<file path="config.mk">
export PLATFORM = sky130hd
export DESIGN_NAME = spi_req_arbiter
export DESIGN_NICKNAME = d
export VERILOG_FILES = /design/src/rtl/spi_req_arbiter.sv
export SDC_FILE = /design/constraint.sdc
export NUM_CORES = 1
export LEC_CHECK = 0
export CORE_ASPECT_RATIO = 1.5
export CORE_MARGIN = 5
export CORE_UTILIZATION = 42
export CTS_BUF_LIST = sky130_fd_sc_hd__clkbuf_8
export DETAILED_ROUTE_END_ITERATION = 10
export PLACE_DENSITY = 0.89
export SETUP_SLACK_MARGIN = 0.5
export SYNTH_ARGS = -nofsm -noshare
export SYNTH_HDL_FRONTEND = slang
export SYNTH_SLANG_ARGS = --single-unit
</file>
<file path="constraint.sdc">
create_clock -name clk -period 2 [get_ports clk]
set_clock_uncertainty 0.05 [all_clocks]
set_input_delay 0.3 -clock clk [delete_from_list [all_inputs] [get_ports clk]]
set_output_delay 0.3 -clock clk [all_outputs]
set_load 0.02 [all_outputs]
</file>
<file path="src/rtl/spi_req_arbiter.sv">
// Round-robin arbiter sharing one spi_master byte engine between N_REQ requesters.
// Optional macro SPI_ARB_BURST_EN adds req_last so one grant can run consecutive bytes with cs held low.
module spi_req_arbiter #(
   parameter int N_REQ       = 4,
   parameter int BYTE_CYCLES = 18,
   parameter int GAP_CYCLES  = 2
) (
   input  logic               clk,
   input  logic               rst,
   input  logic [N_REQ-1:0]   req,
   input  logic [N_REQ-1:0]   req_rd,
   input  logic [8*N_REQ-1:0] req_wdata,
`ifdef SPI_ARB_BURST_EN
   input  logic [N_REQ-1:0]   req_last,
`endif
   output logic [N_REQ-1:0]   gnt,
   output logic [N_REQ-1:0]   done,
   output logic [7:0]         rdata,
   output logic               busy,
   output logic               m_cs,
   output logic               m_wr,
   output logic               m_rd,
   output logic [7:0]         m_in_data,
   input  logic [7:0]         m_out_data
);
   localparam int PW = (N_REQ > 1) ? $clog2(N_REQ) : 1;
   localparam int CW = $clog2(BYTE_CYCLES + 1);
   localparam int GW = $clog2(GAP_CYCLES + 1);

   typedef enum logic [2:0] {IDLE, LAUNCH, WAIT, DONE, GAP} state_t;

   state_t           state, state_nxt;
   logic [PW-1:0]    ptr, ptr_nxt;
   logic [PW-1:0]    win, win_nxt;
   logic [PW-1:0]    pick, sel;
   logic             pick_vld;
   logic [N_REQ-1:0] gnt_nxt;
   logic             typ, typ_nxt;
   logic [7:0]       wdat, wdat_nxt;
   logic [7:0]       rdata_nxt;
   logic [7:0]       sel_wdat;
   logic [CW-1:0]    cnt, cnt_nxt;
   logic [GW-1:0]    gap, gap_nxt;
   logic             burst_go;

   function automatic logic [PW-1:0] next_ptr(input logic [PW-1:0] p);
      return (p == PW'(N_REQ - 1)) ? '0 : p + 1'b1;
   endfunction

   // Scan downward so the lowest offset from ptr is the last, winning assignment.
   always_comb begin
      int idx;
      idx      = 0;
      pick_vld = 1'b0;
      pick     = '0;
      for (int k = N_REQ - 1; k >= 0; k--) begin
         idx = (int'(ptr) + k) % N_REQ;
         if (req[PW'(idx)]) begin
            pick_vld = 1'b1;
            pick     = PW'(idx);
         end
      end
   end

   assign sel = (state == IDLE) ? pick : win;

   always_comb begin
      sel_wdat = '0;
      for (int i = 0; i < N_REQ; i++) begin
         if (sel == PW'(i)) sel_wdat = req_wdata[8*i +: 8];
      end
   end

`ifdef SPI_ARB_BURST_EN
   assign burst_go = req[win] & ~req_last[win];
`else
   assign burst_go = 1'b0;
`endif

   always_comb begin
      state_nxt = state;
      ptr_nxt   = ptr;
      win_nxt   = win;
      gnt_nxt   = gnt;
      typ_nxt   = typ;
      wdat_nxt  = wdat;
      cnt_nxt   = cnt;
      gap_nxt   = gap;
      rdata_nxt = rdata;
      done      = '0;
      m_cs      = 1'b1;
      m_wr      = 1'b0;
      m_rd      = 1'b0;
      case (state)
         IDLE: begin
            if (pick_vld) begin
               gnt_nxt       = '0;
               gnt_nxt[pick] = 1'b1;
               win_nxt       = pick;
               typ_nxt       = req_rd[pick];
               wdat_nxt      = sel_wdat;
`ifndef SPI_ARB_BURST_EN
               ptr_nxt       = next_ptr(pick);
`endif
               state_nxt     = LAUNCH;
            end
         end
         LAUNCH: begin
            m_cs      = 1'b0;
            m_wr      = ~typ;
            m_rd      = typ;
            cnt_nxt   = CW'(BYTE_CYCLES - 1);
            state_nxt = WAIT;
         end
         WAIT: begin
            // rd stays up so the master keeps out_data driven until capture.
            m_cs = 1'b0;
            m_rd = typ;
            if (cnt == '0) begin
               if (typ) rdata_nxt = m_out_data;
               state_nxt = DONE;
            end else begin
               cnt_nxt = cnt - 1'b1;
            end
         end
         DONE: begin
            done = gnt;
            if (burst_go) begin
               m_cs      = 1'b0;
               typ_nxt   = req_rd[win];
               wdat_nxt  = sel_wdat;
               state_nxt = LAUNCH;
            end else begin
               gnt_nxt   = '0;
`ifdef SPI_ARB_BURST_EN
               ptr_nxt   = next_ptr(win);
`endif
               gap_nxt   = GW'(GAP_CYCLES - 1);
               state_nxt = GAP;
            end
         end
         GAP: begin
            if (gap == '0) state_nxt = IDLE;
            else           gap_nxt   = gap - 1'b1;
         end
         default: state_nxt = IDLE;
      endcase
   end

   always_ff @(posedge clk or posedge rst) begin
      if (rst) state <= IDLE;
      else     state <= state_nxt;
   end

   always_ff @(posedge clk or posedge rst) begin
      if (rst) begin
         ptr   <= '0;
         win   <= '0;
         gnt   <= '0;
         typ   <= 1'b0;
         wdat  <= '0;
         cnt   <= '0;
         gap   <= '0;
         rdata <= '0;
      end else begin
         ptr   <= ptr_nxt;
         win   <= win_nxt;
         gnt   <= gnt_nxt;
         typ   <= typ_nxt;
         wdat  <= wdat_nxt;
         cnt   <= cnt_nxt;
         gap   <= gap_nxt;
         rdata <= rdata_nxt;
      end
   end

   assign busy      = (state != IDLE);
   assign m_in_data = wdat;

endmodule

</file>
======== Yosys cells after proc, flatten, opt, wreduce, memory -nomap -nowiden ========
Index checks and enable logic that the tools add are counted.
operators by class
  muxes and demuxes ....................... 44
  eq/ne operators ......................... 13
  reduce and logical (&&, ||, !) cells .... 16
  $lt $le $gt $ge ......................... 6
  bitwise logic cells ..................... 1
  add/subtract/negate cells ............... 6
operator list
  cell                 number
  $mux 8               4
  $mux 1               17
  $lt 2x4->1 const B   4
  $pmux 3 s5           1
  $mux 2               7
  $bmux 1 s2           5
  $ne 2x2->1 const B   5
  $pmux 5 s2           1
  $mux 3               3
  $mux 4               2
  $pmux 4 s2           1
  $reduce_and 2->1     4
  $eq 2x2->1 const B   3
  $eq 3x2->1 const B   2
  $reduce_and 3->1     2
  $reduce_bool 2->1    3
  $logic_not 5->1      1
  $mux 5               1
  $sub 5x1->5 const B  1
  $add 2x1->2 const B  2
  $add 2x2->2 const B  2
  $logic_not 2->1      2
  $pmux 2 s2           1
  $eq 3x1->1 const B   1
  other kinds (11)     11
storage, ports and cells
  bits in registers ....................... 35
  logic and storage cells ................. 95

======== Logic depth before layout (Yosys ltp) ========
Gate-level depths: netlist of run 1.
  depth in word-level cells ............... 14
  gate-level depth with buffers ........... 9

======== Worst setup path after synthesis of run 1 ========
No wires, ideal clock.
  path kind ............................... flip-flop to flip-flop
  start point ............................. register ptr[1]
  end point ............................... register ptr[0]
  path slack .............................. 147 ps
  library setup time ...................... 83 ps
  buffers on the path ..................... 1
  stages on the path, launching flop included .. 8
  arrival ................................. 1720 ps
  path through ............................ dfrtp_1 > buf_6 > or3b_1 > o221ai_2 > inv_6 > ha_1 > or3_1 > o21ai_0
on the way
  word-level cells in the longest chain between the ends .. 10
ends and longest elaborated chain
  element                                           line  RTL
  from (decl)                                       33    logic [PW-1:0] ptr, ptr_nxt;
  from (signal assigned)                            166   ptr <= ptr_nxt;
  $add 2x2->2                                       57    idx = (int'(ptr) + k) % N_REQ;
  $bmux 1 s2                                        58    if (req[PW'(idx)]) begin
  $mux 1 (implied by the code) (2 in a row)         58
  $mux 2 (3 in a row)                               58
  $mux 2 *                                          58
  net pick[0]                                       35    logic [PW-1:0] pick, sel;
  $add 2x1->2 / $eq 2x2->1 (equally long branches)  47    return (p == PW'(N_REQ - 1)) ? '0 : p + 1'b1;
  $mux 2 *                                          47
The timed path passes the listed nets; every way through them passes the cells marked *. The select of a mux whose other input is x is not followed.
A chain may end at the register's enable or synchronous reset.

======== Final worst setup path of run 1 ========
  start point ............................. register state[1]
  end point ............................... output port m_wr
on the way
  word-level cells in the longest chain between the ends .. 2
ends and longest elaborated chain
  element                 line  RTL
  from (decl)             32    state_t state, state_nxt;
  from (signal assigned)  152   else state <= state_nxt;
  $eq 3x1->1              94    case (state)
  $mux 1                  94
  to (decl)               21    output logic m_wr,
Every way passes these cells.

==> impl_metrics.toml, run 1 <==
[run_status]
status = "complete, no violations"

[routing]
antenna_left = 0
drc_errors = 0
dr.pass1.iters = 4
wl_per_cell_um = 22.2
wirelength_mm = 9.58
drt-vias-per-instance = 5.85
num_vias = 2526
drt_iter0_markers = 155

[clock_tree]
path_clk_slew_ns = 0.08
cts_made_buffers = 5
clock_path_buffers = 2
clock-sinks = 35
clock_latency_ns = 0.30
clockRootBuffer = "clkbuf_8"
cts_max_level = 2
cts_tree = "done"

[floorplan]
core_um2 = 4890
dieWidth_um = 68.1
start_util = 0.435
dieArea_um2 = 6620
die_h_um = 97.2
rows = 31
pin_count = 78

[worst_setup_path]
path_max_fanout = 4
crit_path_start = "state[1]"
cp.arrival_ns = 1.57
cp.required_ns = 1.65
cp-end-kind = "output pin"
path_class = "reg -> out"
endpoint = "m_wr"
reg2regPathDepth = 6
r2r-end = "m_in_data[4]"
r2r_slack_ns = 0.11
regToRegStartpoint = "ptr[1]"
cp-start-kind = "flop"

[power]
power.total_mw = 6.95
powerDensity_nw_per_um2 = 1700
ir_drop_v = 0.000988
total_leakage_power_nw = 1.86

[placement]
routabilityCongestion = 0.809
pre_cts_ws_ns = -0.282
place_hpwl_mm = 4.95
placed_area_um2 = 3180
placed_cells = 379
io_buffers = 77

[synth]
ys_seq_elements = 35
yosysWarnings = 0
syn_inst = 220
synth_top_area_cell = "dfrtp_1"
yosysMostFrequentCell = "nand2_1"
synth_commonest_cells = "nand2_1, dfrtp_1, inv_1"
synth_cell_types = 56
netlist_area_um2 = 2130
async_flop_share = 1.00
dominantRegCellSynth = "dfrtp_1"
syn_area_per_cell_um2 = 9.67
synthTopCellsByArea = "dfrtp_1, nand2_1, mux2_2"
synth_edf_count = 0
ys_seq_area_frac = 0.412
syn_nets = 277
yosys.area.top_type_share = 0.412

[timing]
hold_viol_final = 0
worst_pin_slew_ns = 0.448
setup_viol = 0
timing.fmax_mhz = 521
min_period_ns = 1.92
slew_violations = 0
setup_slack_ns = 0.0796
final.period_utilization = 0.960
holdWs_ns = 0.336
rsz0062_at_grt = "true"
slew_headroom = 0.701

[cells_and_area]
syn2layout_area_growth_pct = 92.7
nets = 422
drive_gt1_frac = 0.481
diodes = 0
finalInstanceArea_um2 = 4100
fin_cells = 432

[run]
cap_violations = 0

[hold_path]
hold_path.class = "in -> async"

[global_routing]
grt_usage = 0.279
grt_pass1_vias = 2656
grt_antenna_before_repair = 0
overflow = 0
grt_max_degree = 36
grt_pass1_wl_mm = 13.7
-- repair_timing --
item | 4_1_cts | 5_1_grt
gates resized for setup | 144 | 28
endpoints found under the setup margin | 61 | 43
pin swaps | 32 | 11
endpoints found under the hold margin | 0 | 0
hold buffers | 0 | 0
cloned | 2 | 0
buffers inserted | 34 | 9
-- sequential cells by signal (all words and copies together), names as in the netlist --
signal / count
rdata: 8
typ: 1
cnt: 5
gap: 2
m_in_data: 8
win: 2
state: 3
gnt: 4
ptr: 2
-- worst max-delay path, cell delays in order, from the launching register on --
cell and delay, ns:
dfrtp_2 0.44, buf_4 0.15, buf_4 0.16, nor2_2 0.12, nand2_1 0.12, nor2_2 0.12
buf_4 0.16
-- power breakdown --
group | internal (mW) | total [mW] | leakage, nW | switching (mW)
clock network | 0.498 | 0.804 | 0.0644 | 0.306
registers | 1.05 | 1.37 | 0.419 | 0.328
logic | 2.40 | 4.78 | 1.38 | 2.37
-- worst min-delay path by stage --
stage                               to  slack, ns  cells after the start
final                           gnt[3]       0.34                      3
after global routing          rdata[5]       0.40                      3
after CTS                     rdata[2]       0.36                      3
after detailed placement  m_in_data[2]       0.42                      2
after global placement          win[0]       0.41                      1
after floorplan                 cnt[0]       0.40                      1
-- layout by cell type (no fill, tap or decap), types with 4 or more instances in the layout --
| cell type | instances |
|---|---|
| clkdlybuf4s50_1 | 45 |
| buf_4 | 41 |
| o21ai_1 | 5 |
| nand2_2 | 6 |
| dfrtp_1 | 30 |
| inv_1 | 10 |
| o221ai_2 | 5 |
| and2_4 | 5 |
| clkbuf_8 | 5 |
| nor2_1 | 8 |
| a21oi_1 | 4 |
| buf_6 | 32 |
| dlygate4sd2_1 | 23 |
| ha_4 | 5 |
| mux2_2 | 7 |
| dfrtp_2 | 5 |
| a211oi_2 | 6 |
| nand2_1 | 28 |
-- per-layer routing --
layer	GRT usage	vias to the layer above	share of wire
li1	-	1080	-
met1	0.284	1220	0.33
met2	0.507	168	0.55
met3	0.0567	58	0.069
met4	0.139	0	0.059
met5	0	-	0
-- stage by stage --
stage	utilization	setup TNS, ns
after global placement	0.650	-2.06
after floorplan	-	0
after detailed placement	0.650	-2.88
after global routing	0.839	0
after CTS	0.805	0
final	0.839	0
-- final cells by class --
class                   instances  area (um^2)
multi-input cells             159         1490
repair buffers                147         1440
flip-flops and latches         35          882
fillers                       248          787
well taps                      66         82.6
inverters                      17         78.8
clock buffers                   5         68.8
clock inverters                 3         67.6
-- cells by family (layout without fill, tap and decap cells) --
family | Yosys count | in the layout | synth area share
AND/OR/NAND/NOR | 82 | 82 | 0.203
AO/OA/AOI/OAI | 54 | 55 | 0.206
multiplexers | 11 | 11 | 0.0564
adder cells (fa/ha/maj) | 7 | 7 | 0.0412
flip-flops | 35 | 35 | 0.412
buffers and inverters | 27 | 172 | 0.0647
XOR/XNOR | 4 | 4 | 0.0165
Power figures use the tool's default switching activity.
==> inputs of run 2 (changes only) <==
--- a/config.mk
+++ b/config.mk
@@ -7,10 +7,11 @@
 export LEC_CHECK = 0
 export CORE_ASPECT_RATIO = 1.5
 export CORE_MARGIN = 5
-export CORE_UTILIZATION = 42
+export CORE_UTILIZATION = 30
 export CTS_BUF_LIST = sky130_fd_sc_hd__clkbuf_8
 export DETAILED_ROUTE_END_ITERATION = 10
-export PLACE_DENSITY = 0.89
+export GPL_ROUTABILITY_DRIVEN = 0
+export PLACE_DENSITY = 0.7
 export SETUP_SLACK_MARGIN = 0.5
 export SYNTH_ARGS = -nofsm -noshare
 export SYNTH_HDL_FRONTEND = slang
==> run 2 against run 1 <==
  * Core utilization fell by 26 points
  * Clock power decreased by 29%
  * Global-route usage decreased by 12 points
==> impl_metrics.toml, run 2 (same netlist as run 1, synthesis figures left out) <==
[worst_setup_path]
path_max_fanout = 7
cp.arrival_ns = 1.95
cp-start-kind = "flop"
cp-end-kind = "flop"
slowest_delay_ns = 0.47
cp_num_buf_inv = 1
path_class = "reg -> reg"
critPathSlowestCell = "dfrtp_2"
cp_top_family = "compound AO/OA/AOI/OAI gates"
cp.required_ns = 2.13
crit_path_cell_trace = "or3b_4, o221ai_4, inv_6, a21boi_4, o221a_2, o21ai_1"

[timing]
hold_viol_final = 0
min_period_ns = 1.82
final.period_utilization = 0.911
timing.fmax_mhz = 549
rsz0062_at_grt = "true"
slew_violations = 0
setup_viol = 0
slew_headroom = 0.691
setup_slack_ns = 0.178
final.setup.tns_ns = 0
worst_pin_slew_ns = 0.463

[global_routing]
grt_antenna_before_repair = 0
busiest_layer = "met2"
grt_pass1_wl_mm = 11.2
grt_pass1_vias = 2334
grt_usage = 0.158
grt_use_met3 = 0.0350
grt_use_met1 = 0.180
grt_max_degree = 36
overflow = 0
grt_use_met2 = 0.272

[cells_and_area]
drive_gt1_frac = 0.477
final_cell_mix = "buf_4, clkdlybuf4s50_1, dfrtp_1, nand2_1, buf_6"
nFillCells = 577
final_common_cell = "buf_4"
syn2layout_area_growth_pct = 88.7
nets = 423
diodes = 0

[clock_tree]
clock_latency_ns = 0.29
clock_path_buffers = 2
clockRootBuffer = "clkbuf_8"
path_clk_slew_ns = 0.07
cts_max_level = 2
clock-sinks = 35
cts_tree = "done"
hold_buffers = 0
cts_made_buffers = 5

[floorplan]
die_h_um = 113
start_util = 0.309
dieArea_um2 = 8910
core_um2 = 6900
dieWidth_um = 78.8
pin_count = 78
rows = 37

[power]
powerDensity_nw_per_um2 = 1600
ir_drop_v = 0.000934
total_leakage_power_nw = 1.84

[routing]
drt_iter0_markers = 54
antenna_left = 0
drt-vias-per-instance = 5.20
num_vias = 2313
wirelength_mm = 7.39
dr.pass1.iters = 4
drc_errors = 0
wl_per_cell_um = 16.6

[hold_path]
hold_path.class = "in -> async"

[run_status]
status = "complete, no violations"

[placement]
io_buffers = 77
pre_cts_ws_ns = -0.313
place_hpwl_mm = 4.81

[run]
cap_violations = 0
[run 2: cell count changes in the layout (fill, tap and decap cells not counted), sizes merged]
| cell | delta |
|---|---|
| clkdlybuf4s15 | +1 |
| clkbuf | +3 |
| dlymetal6s2s | -1 |
| bufinv | -2 |
[run 2: through the flow]
step	power [mW]	cell area [um^2]	cells	utilization	hold WS, ns
4_1_cts	5.77	3710	429	0.538	0.372
2_1_floorplan	3.26	2220	220	-	0.400
3_5_place_dp	4.43	3220	395	0.467	0.418
5_1_grt	6.83	4020	445	0.582	0.398
3_3_place_gp	4.35	3220	395	0.467	0.418
6_report	6.43	4020	445	0.582	0.358
[run 2: repair_timing]
| item | in CTS | in global routing |
|---|---|---|
| gates resized for setup | 120 | 44 |
| pin swaps | 23 | 11 |
| setup buffers | 24 | 16 |
| setup endpoints to repair | 61 | 41 |
| gates cloned | 2 | 0 |
[run 2: layer usage]
layer	vias up	wire length, um
li1	1088	-
met1	1122	2880
met2	88	3970
met3	15	352
met4	0	193
met5	-	0
[run 2: report_power, final]
group	leakage [nW]	total [mW]	internal, mW	switching, mW
registers	0.419	1.33	1.05	0.280
logic	1.37	4.53	2.38	2.15
clock network	0.0505	0.574	0.313	0.261
total	1.84	6.43	3.74	2.69
[run 2: worst reg2reg max path, delay by kind of cell, from the launching register on]
| kind | cells | cell delay [ns] |
|---|---|---|
| compound gates | 4 | 0.70 |
| flops | 1 | 0.47 |
| simple gates | 1 | 0.40 |
| buf+inv | 1 | 0.09 |
[run 2: area by class of cell]
cell class / instances / area (um^2) / share of cell area
Clock buffer: 7 / 96.3 / 0.0240
Clock inverter: 1 / 7.51 / 0.00187
Inverter: 17 / 71.3 / 0.0178
Multi-Input combinational cell: 159 / 1450 / 0.361
Sequential cell: 35 / 882 / 0.220
Tap cell: 78 / 97.6 / 0.0243
Timing Repair Buffer: 148 / 1410 / 0.352
[run 2: worst paths after layout]
| kind | from | end | slack (ns) | cells after the start |
|---|---|---|---|---|
| max | ptr[1] | m_in_data[3] | 0.18 | 6 |
| min | rst | m_in_data[6] | 0.36 | 3 |
| max reg2reg | ptr[1] | m_in_data[3] | 0.18 | 6 |
| min reg2reg | m_in_data[2] | m_in_data[2] | 0.43 | 2 |
| max in group asynchronous | rst | state[2] | 1.18 | 3 |
| min in group clk | m_in_data[2] | m_in_data[2] | 0.43 | 2 |
==> inputs of run 3 (changes only) <==
--- a/config.mk
+++ b/config.mk
@@ -7,11 +7,11 @@
 export LEC_CHECK = 0
 export CORE_ASPECT_RATIO = 1.5
 export CORE_MARGIN = 5
-export CORE_UTILIZATION = 30
-export CTS_BUF_LIST = sky130_fd_sc_hd__clkbuf_8
+export CORE_UTILIZATION = 42
+export CTS_BUF_LIST = sky130_fd_sc_hd__clkbuf_4
 export DETAILED_ROUTE_END_ITERATION = 10
 export GPL_ROUTABILITY_DRIVEN = 0
-export PLACE_DENSITY = 0.7
+export PLACE_DENSITY = 0.89
 export SETUP_SLACK_MARGIN = 0.5
 export SYNTH_ARGS = -nofsm -noshare
 export SYNTH_HDL_FRONTEND = slang
==> run 3 against run 2 <==
  * Count of clock-buffer cells in the layout shrank 2
  * Sequential share of layout area grew 0.25 points
  * Combinational power grew 1%
  * Register-to-register slack lost 0.05 ns
  * Cell count shrank 4.5%
  * Core utilization grew 23 points
  * Critical path type unchanged
  * Via count grew 6.2%
  * Clock power grew 16%
  * Fmax shrank 2.9%
  * Critical path depth is the same
  * Sequential power grew 4%
  * Non-clock buffer count shrank 8
==> impl_metrics.toml, run 3 (same netlist as run 1, synthesis figures left out) <==
[clock_tree]
clock_latency_ns = 0.35
cts_max_level = 2
path_clk_slew_ns = 0.13
clockRootBuffer = "clkbuf_4"
clock_path_buffers = 2
cts_made_buffers = 5
cts_tree = "done"
clock-sinks = 35

[floorplan]
rows = 31
die_h_um = 97.2
start_util = 0.435
pin_count = 78
dieArea_um2 = 6620
dieWidth_um = 68.1
core_um2 = 4890

[cells_and_area]
finalInstanceArea_um2 = 3970
fin_util = 0.812
final_common_cell = "clkdlybuf4s50_1"
syn2layout_area_growth_pct = 86.5
multi_input_area_um2 = 1470
diodes = 0
final_cell_mix = "clkdlybuf4s50_1, buf_4, dfrtp_1, buf_6, nand2_1"
nFillCells = 286
nets = 415
seq_area_um2 = 882
drive_gt1_frac = 0.479

[worst_setup_path]
cp-start-kind = "flop"
regToRegStartpoint = "cnt[1]"
critPathSlowestCell = "or4b_4"
reg2regPathDepth = 6
cp.required_ns = 2.19
r2r_slack_ns = 0.12
path_class = "reg -> reg"
path_max_fanout = 8
cp.arrival_ns = 2.07
cp-end-kind = "flop"
slowest_delay_ns = 0.49
r2r-end = "rdata[4]"
crit_path_cell_trace = "inv_2, ha_4, or4b_4, inv_4, nand4_4, mux2_4"

[power]
ir_drop_v = 0.00117
powerDensity_nw_per_um2 = 1670
total_leakage_power_nw = 1.80
p_clk_frac = 0.101
p_seq_frac = 0.208
swShare = 0.435
power_frac_comb = 0.692
p_int_mw = 3.75
p_sw_mw = 2.88

[run]
cap_violations = 0

[global_routing]
grt_pass1_wl_mm = 13.0
grt_pass1_vias = 2629
grt_max_degree = 36
grt_usage = 0.256
grt_antenna_before_repair = 0
overflow = 0

[routing]
drc_errors = 0
drt_iter0_markers = 119
dr.pass1.iters = 4
drt-vias-per-instance = 5.78
antenna_left = 0
wl_per_cell_um = 20.7
wirelength_mm = 8.78
num_vias = 2456

[timing]
min_period_ns = 1.88
holdWs_ns = 0.282
hold_viol_final = 0
timing.fmax_mhz = 533
worst_pin_slew_ns = 0.459
setup_viol = 0
rsz0062_at_grt = "true"
slew_violations = 0
slew_headroom = 0.694
final.period_utilization = 0.938

[placement]
place_hpwl_mm = 4.95
placed_area_um2 = 3180
io_buffers = 77

[run_status]
status = "complete, no violations"

[hold_path]
hold_path.class = "in -> async"
==> run 3: cell count changes in the layout (fill, tap and decap cells not counted), moves of 3 or more <==
cell and delta:
clkbuf_8 -7, nand2_1 -3, clkbuf_4 +5, buf_4 -7, nand2_2 +3
==> run 3: worst max-delay path by stage <==
stage | start | slack [ns] | depth (start not counted) | to
2_1_floorplan | cnt[0] | 0.27 | 6 | rdata[0]
3_3_place_gp | req[2] | -0.19 | 8 | ptr[0]
3_5_place_dp | req[2] | -0.28 | 7 | m_in_data[4]
4_1_cts | cnt[1] | 0.17 | 6 | rdata[4]
5_1_grt | state[1] | 0.07 | 5 | m_wr
6_report | cnt[1] | 0.12 | 6 | rdata[4]
==> run 3: stage by stage <==
step | power [mW] | worst slack [ns] | TNS [ns] | std cells
4_1_cts | 5.93 | 0.174 | 0 | 416
5_1_grt | 6.96 | 0.0669 | 0 | 425
3_5_place_dp | 4.36 | -0.282 | -2.88 | 379
3_3_place_gp | 4.23 | -0.193 | -2.06 | 379
6_report | 6.63 | 0.123 | 0 | 425
2_1_floorplan | 3.26 | 0.266 | 0 | 220
==> run 3: power groups by stage <==
stage	sequential [mW]	clock [mW]	combinational [mW]
global placement	1.31	0	2.92
global route	1.41	0.697	4.85
finish	1.38	0.667	4.59
CTS	1.31	0.660	3.96
detailed placement	1.33	0	3.03
floorplan	1.46	0	1.79
==> run 3: worst max-delay path: cells and delay by family, from the launching register on <==
kind / cells / cell delay [ns]
and+or+nand+nor: 2 / 0.64
adders and majority gates: 1 / 0.12
buffers and inverters: 2 / 0.18
DFF: 1 / 0.42
muxes: 1 / 0.34
==> run 3: final cells by class <==
type                       instances  area share
clock buffer                       5     0.00945
clock inverter                     3      0.0170
inverter                          17      0.0186
multi-input combinational        159       0.370
sequential                        35       0.222
tap                               66      0.0208
timing repair buffer             140       0.342
==> run 3: repair_timing <==
action / in CTS / in global routing
pin swaps: 33 / 17
endpoints found under the setup margin: 61 / 44
cloned: 3 / 0
resized for setup: 127 / 40
hold buffers: 0 / 0
buffers inserted: 26 / 9
==> run 3: per-layer routing <==
layer  track usage  vias up  wire (um)
li1              -     1071          -
met1         0.264     1221       2970
met2         0.456      124       4840
met3        0.0509       40        532
met4         0.145        0        433
met5             0        -          0
